`config.mk`:
```
export PLATFORM = sky130hd
export DESIGN_NAME = iter_comparator_flat
export DESIGN_NICKNAME = d
export VERILOG_FILES = /design/src/rtl/iter_comparator_if.sv /design/src/rtl/iter_comparator.sv /design/src/flat_wrapper.sv
export SDC_FILE = /design/constraint.sdc
export NUM_CORES = 1
export LEC_CHECK = 0
export ABC_CLOCK_PERIOD_IN_PS = 2300
export BUFFER_PORTS_ARGS = -buffer_cell sky130_fd_sc_hd__clkbuf_2
export CAP_MARGIN = 20
export CORE_MARGIN = 2
export CORE_UTILIZATION = 40
export CTS_CLUSTER_SIZE = 16
export DETAILED_ROUTE_END_ITERATION = 8
export SETUP_SLACK_MARGIN = 0.05
export SYNTH_ARGS = -nofsm -noshare
export SYNTH_HDL_FRONTEND = slang
export SYNTH_SLANG_ARGS = --single-unit
```
`constraint.sdc`:
```
create_clock -name clk -period 2.3 [get_ports clk]
set_input_delay 0.345 -clock clk [delete_from_list [all_inputs] [get_ports clk]]
set_output_delay 0.345 -clock clk [all_outputs]
set_load 0.01 [all_outputs]
```
`src/rtl/iter_comparator_if.sv`:
```
// Request/result bundle for iter_comparator: operand request handshake in,
// comparison result handshake out.
interface iter_comparator_if #(
    parameter int unsigned WIDTH = 32,
    parameter int unsigned CHUNK = 8
);
    localparam int unsigned NCHUNK = WIDTH / CHUNK;
    localparam int unsigned CUW    = $clog2(NCHUNK) + 1;

    logic             in_valid;
    logic             in_ready;
    logic [WIDTH-1:0] a;
    logic [WIDTH-1:0] b;
    logic             signed_mode;
    logic             out_valid;
    logic             out_ready;
    logic             eq;
    logic             lt;
    logic             gt;
    logic [CUW-1:0]   chunks_used;

    modport master (
        output in_valid, a, b, signed_mode, out_ready,
        input  in_ready, out_valid, eq, lt, gt, chunks_used
    );

    modport slave (
        input  in_valid, a, b, signed_mode, out_ready,
        output in_ready, out_valid, eq, lt, gt, chunks_used
    );
endinterface

```
`src/rtl/iter_comparator.sv`:
```
// Multi-cycle magnitude comparator: walks operand chunks from the MSB down,
// one chunk per cycle, stopping at the first chunk that differs.
module iter_comparator #(
    parameter int unsigned WIDTH = 32,
    parameter int unsigned CHUNK = 8
) (
    input logic              clk,
    input logic              rst_n,
    iter_comparator_if.slave bus
);
    localparam int unsigned NCHUNK = WIDTH / CHUNK;
    localparam int unsigned IDXW   = (NCHUNK > 1) ? $clog2(NCHUNK) : 1;
    localparam int unsigned CUW    = $clog2(NCHUNK) + 1;
    localparam logic [IDXW-1:0] IDX_MSB = IDXW'(NCHUNK - 1);

    typedef enum logic [1:0] {StIdle, StCmp, StDone} state_e;

    state_e           state_q, state_d;
    logic [WIDTH-1:0] a_q, a_d;
    logic [WIDTH-1:0] b_q, b_d;
    logic             signed_q, signed_d;
    logic [IDXW-1:0]  idx_q, idx_d;
    logic [CUW-1:0]   cu_q, cu_d;
    logic             res_lt_q, res_lt_d;
    logic             res_gt_q, res_gt_d;
    logic             out_valid_q, out_valid_d;
    logic             eq_q, eq_d;
    logic             lt_q, lt_d;
    logic             gt_q, gt_d;

    logic [CHUNK-1:0] ca, cb, msb_mask;
    logic             chunk_lt, chunk_gt;

    // Inverting the sign bit maps two's-complement order onto unsigned order,
    // so one unsigned comparator serves both modes.
    always_comb begin
        ca                  = a_q[int'(idx_q) * CHUNK +: CHUNK];
        cb                  = b_q[int'(idx_q) * CHUNK +: CHUNK];
        msb_mask            = '0;
        msb_mask[CHUNK-1]   = signed_q && (idx_q == IDX_MSB);
        chunk_lt            = (ca ^ msb_mask) < (cb ^ msb_mask);
        chunk_gt            = (ca ^ msb_mask) > (cb ^ msb_mask);
    end

    always_comb begin
        state_d     = state_q;
        a_d         = a_q;
        b_d         = b_q;
        signed_d    = signed_q;
        idx_d       = idx_q;
        cu_d        = cu_q;
        res_lt_d    = res_lt_q;
        res_gt_d    = res_gt_q;
        out_valid_d = out_valid_q;
        eq_d        = eq_q;
        lt_d        = lt_q;
        gt_d        = gt_q;

        case (state_q)
            StIdle: begin
                if (bus.in_valid) begin
                    a_d      = bus.a;
                    b_d      = bus.b;
                    signed_d = bus.signed_mode;
                    idx_d    = IDX_MSB;
                    cu_d     = '0;
                    state_d  = StCmp;
                end
            end
            StCmp: begin
                cu_d = cu_q + CUW'(1);
                if (chunk_lt || chunk_gt) begin
                    res_lt_d = chunk_lt;
                    res_gt_d = chunk_gt;
                    state_d  = StDone;
                end else if (idx_q == '0) begin
                    res_lt_d = 1'b0;
                    res_gt_d = 1'b0;
                    state_d  = StDone;
                end else begin
                    idx_d = idx_q - IDXW'(1);
                end
            end
            StDone: begin
                // First DONE cycle publishes the result; handshake only once it is visible.
                if (!out_valid_q) begin
                    out_valid_d = 1'b1;
                    lt_d        = res_lt_q;
                    gt_d        = res_gt_q;
                    eq_d        = !res_lt_q && !res_gt_q;
                end else if (bus.out_ready) begin
                    out_valid_d = 1'b0;
                    eq_d        = 1'b0;
                    lt_d        = 1'b0;
                    gt_d        = 1'b0;
                    state_d     = StIdle;
                end
            end
            default: state_d = StIdle;
        endcase
    end

    always_ff @(posedge clk or negedge rst_n) begin
        if (!rst_n) begin
            state_q     <= StIdle;
            a_q         <= '0;
            b_q         <= '0;
            signed_q    <= 1'b0;
            idx_q       <= '0;
            cu_q        <= '0;
            res_lt_q    <= 1'b0;
            res_gt_q    <= 1'b0;
            out_valid_q <= 1'b0;
            eq_q        <= 1'b0;
            lt_q        <= 1'b0;
            gt_q        <= 1'b0;
        end else begin
            state_q     <= state_d;
            a_q         <= a_d;
            b_q         <= b_d;
            signed_q    <= signed_d;
            idx_q       <= idx_d;
            cu_q        <= cu_d;
            res_lt_q    <= res_lt_d;
            res_gt_q    <= res_gt_d;
            out_valid_q <= out_valid_d;
            eq_q        <= eq_d;
            lt_q        <= lt_d;
            gt_q        <= gt_d;
        end
    end

    assign bus.in_ready    = (state_q == StIdle);
    assign bus.out_valid   = out_valid_q;
    assign bus.eq          = eq_q;
    assign bus.lt          = lt_q;
    assign bus.gt          = gt_q;
    assign bus.chunks_used = cu_q;

    result_onehot: assert property (@(posedge clk) disable iff (!rst_n)
        out_valid_q |-> $onehot({eq_q, lt_q, gt_q}));
endmodule

```
`src/flat_wrapper.sv`:
```
// flat-port wrapper written by rule: the top's interface ports become plain ports
module iter_comparator_flat 
#(
    parameter int unsigned WIDTH = 32,
    parameter int unsigned CHUNK = 8
)
  (clk, rst_n, bus_in_valid, bus_a, bus_b, bus_signed_mode, bus_out_ready, bus_in_ready, bus_out_valid, bus_eq, bus_lt, bus_gt, bus_chunks_used);
  iter_comparator_if #(.WIDTH(WIDTH), .CHUNK(CHUNK)) bus_i ();
  input logic clk;
  input logic rst_n;
  input wire logic [$bits(bus_i.in_valid)-1:0] bus_in_valid;
  input wire logic [$bits(bus_i.a)-1:0] bus_a;
  input wire logic [$bits(bus_i.b)-1:0] bus_b;
  input wire logic [$bits(bus_i.signed_mode)-1:0] bus_signed_mode;
  input wire logic [$bits(bus_i.out_ready)-1:0] bus_out_ready;
  output wire logic [$bits(bus_i.in_ready)-1:0] bus_in_ready;
  output wire logic [$bits(bus_i.out_valid)-1:0] bus_out_valid;
  output wire logic [$bits(bus_i.eq)-1:0] bus_eq;
  output wire logic [$bits(bus_i.lt)-1:0] bus_lt;
  output wire logic [$bits(bus_i.gt)-1:0] bus_gt;
  output wire logic [$bits(bus_i.chunks_used)-1:0] bus_chunks_used;
  assign bus_i.in_valid = bus_in_valid;
  assign bus_i.a = bus_a;
  assign bus_i.b = bus_b;
  assign bus_i.signed_mode = bus_signed_mode;
  assign bus_i.out_ready = bus_out_ready;
  assign bus_in_ready = bus_i.in_ready;
  assign bus_out_valid = bus_i.out_valid;
  assign bus_eq = bus_i.eq;
  assign bus_lt = bus_i.lt;
  assign bus_gt = bus_i.gt;
  assign bus_chunks_used = bus_i.chunks_used;
  iter_comparator #(.WIDTH(WIDTH), .CHUNK(CHUNK)) u_core (.clk(clk), .rst_n(rst_n), .bus(bus_i));
endmodule
```
---- Word level (Yosys, flattened, before mapping) ----
Index checks and enable logic that the tools add are counted.
word-level totals
  flip-flop bits (word level) ............. 78
  bits of input ports ..................... 69
operators by class
  add/subtract/negate cells ............... 2
  order comparisons ....................... 2
  equal/unequal tests ..................... 10
  shift-type cells ........................ 2
  mux-type cells .......................... 21
  bitwise operators ....................... 2
  reduce and logical (&&, ||, !) cells .... 15
operators by type and width
  cell                                                                   count
  32-bit by 6-bit variable part select with 8-bit output                 2
  2-bit two-way mux                                                      8
  8-bit bitwise XOR                                                      2
  2-bit != test, second input constant                                   5
  1-bit two-way mux                                                      9
  8-bit > comparator                                                     1
  8-bit < comparator                                                     1
  2-bit AND reduction                                                    4
  4-bit AND reduction                                                    2
  2-bit case mux with 3 select lines                                     1
  3-bit case mux with 2 select lines                                     1
  2-bit equality test, second input constant                             2
  2-bit zero test                                                        2
  2-bit case mux with 2 select lines                                     1
  2-bit nonzero test                                                     2
  3-bit by 1-bit adder with 3-bit output, second input constant          1
  3-bit two-way mux                                                      1
  3-bit by 1-bit != test with 1-bit output, second input constant        1
  2-bit by 1-bit equality test with 1-bit output, second input constant  1
  1-bit logical AND                                                      2
  1-bit zero test                                                        2
  2-bit by 1-bit != test with 1-bit output, second input constant        1
  2-bit by 1-bit subtractor with 2-bit output, second input constant     1
  1-bit logical OR                                                       1

---- Logic depth before layout (Yosys ltp) ----
  word-level depth ........................ 7
  mapped depth ............................ 9
  mapped depth without buffers ............ 8

---- Worst setup path before layout ----
OpenSTA, ideal clock, no wires.
  path kind ............................... flip-flop to flip-flop
  start point ............................. reg u_core.idx_q[0]
  end point ............................... reg u_core.idx_q[0]
  library setup time ...................... 0.079 ns
  arrival time ............................ 2.399 ns
  data required time ...................... 2.221 ns
  slack ................................... -0.178 ns
  cell stages (with the launch flop) ...... 9
  period minus slack after synthesis ...... 2.478 ns
  cell sequence ........................... dfrtp_1 -> buf_6 -> buf_4 -> mux4_2 -> ha_1 -> a211oi_2 -> nor2_2 -> o311ai_4 -> mux2i_1
between the ends
  longest elaborated chain between the ends .. 7
  elaborated cells between the ends (all ways) .. 17
RTL lines
  item                                                        RTL line                text
  from (decl)                                                 iter_comparator.sv:22   logic [IDXW-1:0] idx_q, idx_d;
  from (signal assigned)                                      iter_comparator.sv:122  idx_q <= idx_d;
  branches (longest 7 deep; another with 8-bit < comparator)  -
Parallel ways; which one is timed is not known. The select of a mux whose other input is x is not followed.
A chain may end at the register's enable or synchronous reset.

---- Worst setup path after layout ----
  start point ............................. reg u_core.idx_q[0]
  end point ............................... reg u_core.res_lt_q
between the ends
  longest elaborated chain between the ends .. 7
  elaborated cells between the ends (all ways) .. 13
RTL lines
  item                                                        RTL line                text
  branches (longest 7 deep; another with 8-bit < comparator)  -
  to (signal assigned)                                        iter_comparator.sv:124  res_lt_q <= res_lt_d;
  to (decl)                                                   iter_comparator.sv:24   logic res_lt_q, res_lt_d;
Parallel ways; which one is timed is not known.

==> results.txt <==
Pwr dens = 1270 nW/um^2
Yosys reg bits = 78
Post-Syn Nets = 461
Largest net degree at the start of global routing = 44
Top-area cell type share of the netlist area = 52.6%
Distinct cells, synth = 35
Number of flops mapped to enable cells by yosys = 0
Ys flop type = dfrtp_1
H-Tree Depth = 3
Worst IR Drop VDD = 0.000549 V
Sw Share = 37.8%
CP required = 2.52 ns
Crit. End Element = flip-flop
Worst Max-Slew Pin Slew = 0.488 ns
Reg power frac = 41.6%
Hold WC Path Type = in2reg
Dpl ws = -0.151 ns
Sequential share of the synthesized area = 52.6%
Final setup fails = 6
Max-Cap Viols = 0
Die ar. = 10100 um^2
Ranking of synthesized cells by area = dfrtp_1 (53%), nand2_1 (21%), mux4_2 (9.7%)
Worst hold stages = 3
Slowest stage cell on the critical path = mux4_2
Dpl hpwl = 6120 um
Root Driver = clkbuf_8
Worst slew margin = 67.4%
Most frequent cells after synthesis = nand2_1 (204), dfrtp_1 (78), mux4_2 (16)
Initial antenna violation count = 0
CP arrival = 2.72 ns
CP Class = reg2reg
Total Power = 5.77 mW
FF-to-FF path depth = 9
Die Width = 100 um
Final max-slew violation count = 0
Mapped cell area = 3710 um^2
Worst-path clk slew = 0.08 ns
I/O Pins = 77
Setup Skew = 0.00910 ns
TNS Setup = -0.897 ns
Nets@finish = 546
Post-route DRC violation count = 0
DR pass1 iterations = 5
Initial Utilization = 40.8%
Post-Syn Instances = 381
Diode count = 0
Worst path max stage delay = 0.50 ns
Net Switching = 2.18 mW
First-pass GRT wire length = 13700 um
Layout cells sized above 1 = 29.7%
Setup WS post-layout = -0.196 ns
Crit-path cells = buf_6 -> mux4_2 -> xor2_1 -> ha_4 -> nand4_4 -> a211oi_4 -> buf_4 -> buf_4 -> o41ai_1
Via density = 4.85
Most used cell, CP = buf_4
Via count = 2824
PortBufs = 76
Fmax = 401 MHz
Core area = 9110 um^2
ANT nets after route = 0
CTS Buf Count = 9
Synthesized area per cell = 9.74 um^2
Ys Warns = 0
Status = complete, but fails checks
Post-synth top area cell = dfrtp_1
Pleak = 2.42 nW
Die height = 100 um
Top-count cell post-synth = nand2_1
Final wirelength = 8170 um
Period utilization = 109%
Wire per inst = 14.0 um
Startpoint Class = flip-flop
Worst skew pair latency = 0.36 ns
Maximum buffer depth of the clock tree = 2
Final GP Congestion = 0.831
Total gr overflow = 0
Comb pwr share = 42.6%
Crit path max fanout = 5
Clk pwr share = 15.8%
Site Rows = 35
CTS tree = yes
Clock sinks = 78
Internal Pwr Total = 3.59 mW
Period minus WS final = 2.50 ns
Syn-to-layout area delta = 22.3%
GRT Overall Usage = 17.9%
Ys async rst share = 100%
Fillcell total = 890
Hold Fails Final Rpt = 0
Failing checks = negative setup slack
RSZ-0062 raised after global routing = true
Number of global-route vias before repair = 2898
Iteration-0 DRC Markers = 103
==> layer usage <==
layer	global-route usage [%]	wire length [um]	vias up
met5	0	0	-
met1	22.9	3570	1358
li1	-	-	1399
met3	4.39	335	5
met2	29.7	4190	62
met4	5.90	75	0
==> layout make-up <==
| type | instances | area, um^2 | area share, % |
|---|---|---|---|
| multi-input cells | 273 | 1680 | 37.0 |
| repair buffers | 93 | 558 | 12.3 |
| well taps | 111 | 139 | 3.06 |
| clock buffers | 13 | 149 | 3.28 |
| inverters | 11 | 41.3 | 0.909 |
| flip-flops and latches | 78 | 1950 | 43.0 |
| clock inverters | 3 | 20.0 | 0.441 |
==> registers in the layout, summed over array words and instances, names as in the netlist <==
signal,flops
u_core.bus.out_valid,1
u_core.bus.lt,1
u_core.res_gt_q,1
u_core.bus.gt,1
u_core.signed_q,1
u_core.b_q,32
u_core.idx_q,2
u_core.bus.chunks_used,3
u_core.res_lt_q,1
u_core.a_q,32
u_core.state_q,2
u_core.bus.eq,1
==> power groups by stage <==
stage               Combinational, mW  Sequential [mW]  Clock (mW)
floorplan                        1.72             2.28           0
global placement                 2.21             2.43           0
detailed placement               2.26             2.43           0
CTS                              2.30             2.41       0.935
global route                     2.75             2.48        1.01
finish                           2.46             2.40       0.912
==> final timing paths <==
path / end / start / slack (ns)
worst max-delay path: u_core.res_lt_q / u_core.idx_q[0] / -0.20
worst min-delay path: u_core.b_q[19] / bus_b[19] / 0.17
worst max register to register: u_core.res_lt_q / u_core.idx_q[0] / -0.20
worst min register to register: u_core.b_q[28] / u_core.b_q[28] / 0.47
max in group asynchronous: u_core.a_q[3] / rst_n / 1.13
min in group asynchronous: u_core.a_q[6] / rst_n / 0.48
==> worst max-delay path, delay by kind of cell, from the launching register on <==
| family | cells | cell delay [ns] |
|---|---|---|
| muxes | 1 | 0.50 |
| DFF | 1 | 0.39 |
| and+or+nand+nor | 1 | 0.14 |
| adders and majority gates | 1 | 0.30 |
| buffers and inverters | 3 | 0.43 |
| xor gates and xnor gates | 1 | 0.18 |
| AOI/OAI and AO/OA | 2 | 0.41 |
==> repair_timing <==
item,CTS,global route
hold endpoints to repair,30,0
pin swaps,0,6
endpoints found under the setup margin,6,6
buffers inserted,2,1
hold buffers,1,0
gates resized for setup,1,8
==> cell usage in the layout, fill, tap and decap left out, types with 2 or more instances in the layout <==
| cell | Yosys | layout |
|---|---|---|
| ha_1 | 11 | 8 |
| buf_12 | 0 | 3 |
| clkbuf_2 | 0 | 75 |
| nand2b_1 | 2 | 2 |
| nand2_1 | 204 | 203 |
| clkbuf_1 | 3 | 3 |
| nor2_1 | 5 | 5 |
| nor2_2 | 2 | 2 |
| clkbuf_8 | 0 | 10 |
| xor2_1 | 2 | 2 |
| o21ai_0 | 5 | 4 |
| mux4_2 | 16 | 16 |
| a22o_1 | 4 | 4 |
| mux2i_1 | 2 | 2 |
| clkinvlp_4 | 0 | 2 |
| dfrtp_1 | 78 | 78 |
| inv_1 | 11 | 10 |
| ha_4 | 0 | 3 |
| buf_4 | 2 | 12 |
| buf_6 | 2 | 2 |
==> per-stage QoR <==
step                      instances  instance area [um^2]  util (%)  hold WS, ns
after floorplan                 381                  3740         -       0.0494
after global placement          562                  4290      47.1        0.326
after detailed placement        562                  4290      47.1        0.322
after CTS                       581                  4490      49.3        0.164
after global routing            582                  4540      49.8        0.168
final                           582                  4540      49.8        0.167
==> logic make-up (layout without fill, tap and decap cells) <==
| logic type | count (synthesis) | after routing | share of synthesized area, % |
|---|---|---|---|
| XOR/XNOR | 3 | 3 | 0.708 |
| buffers and inverters | 30 | 120 | 4.04 |
| AND/OR/NAND/NOR | 223 | 223 | 24.1 |
| adder cells (fa/ha/maj) | 11 | 11 | 3.71 |
| flip-flops | 78 | 78 | 52.6 |
| multiplexers | 19 | 19 | 10.5 |
| AO/OA/AOI/OAI | 17 | 17 | 4.28 |
(Power assumes the default switching activity.)
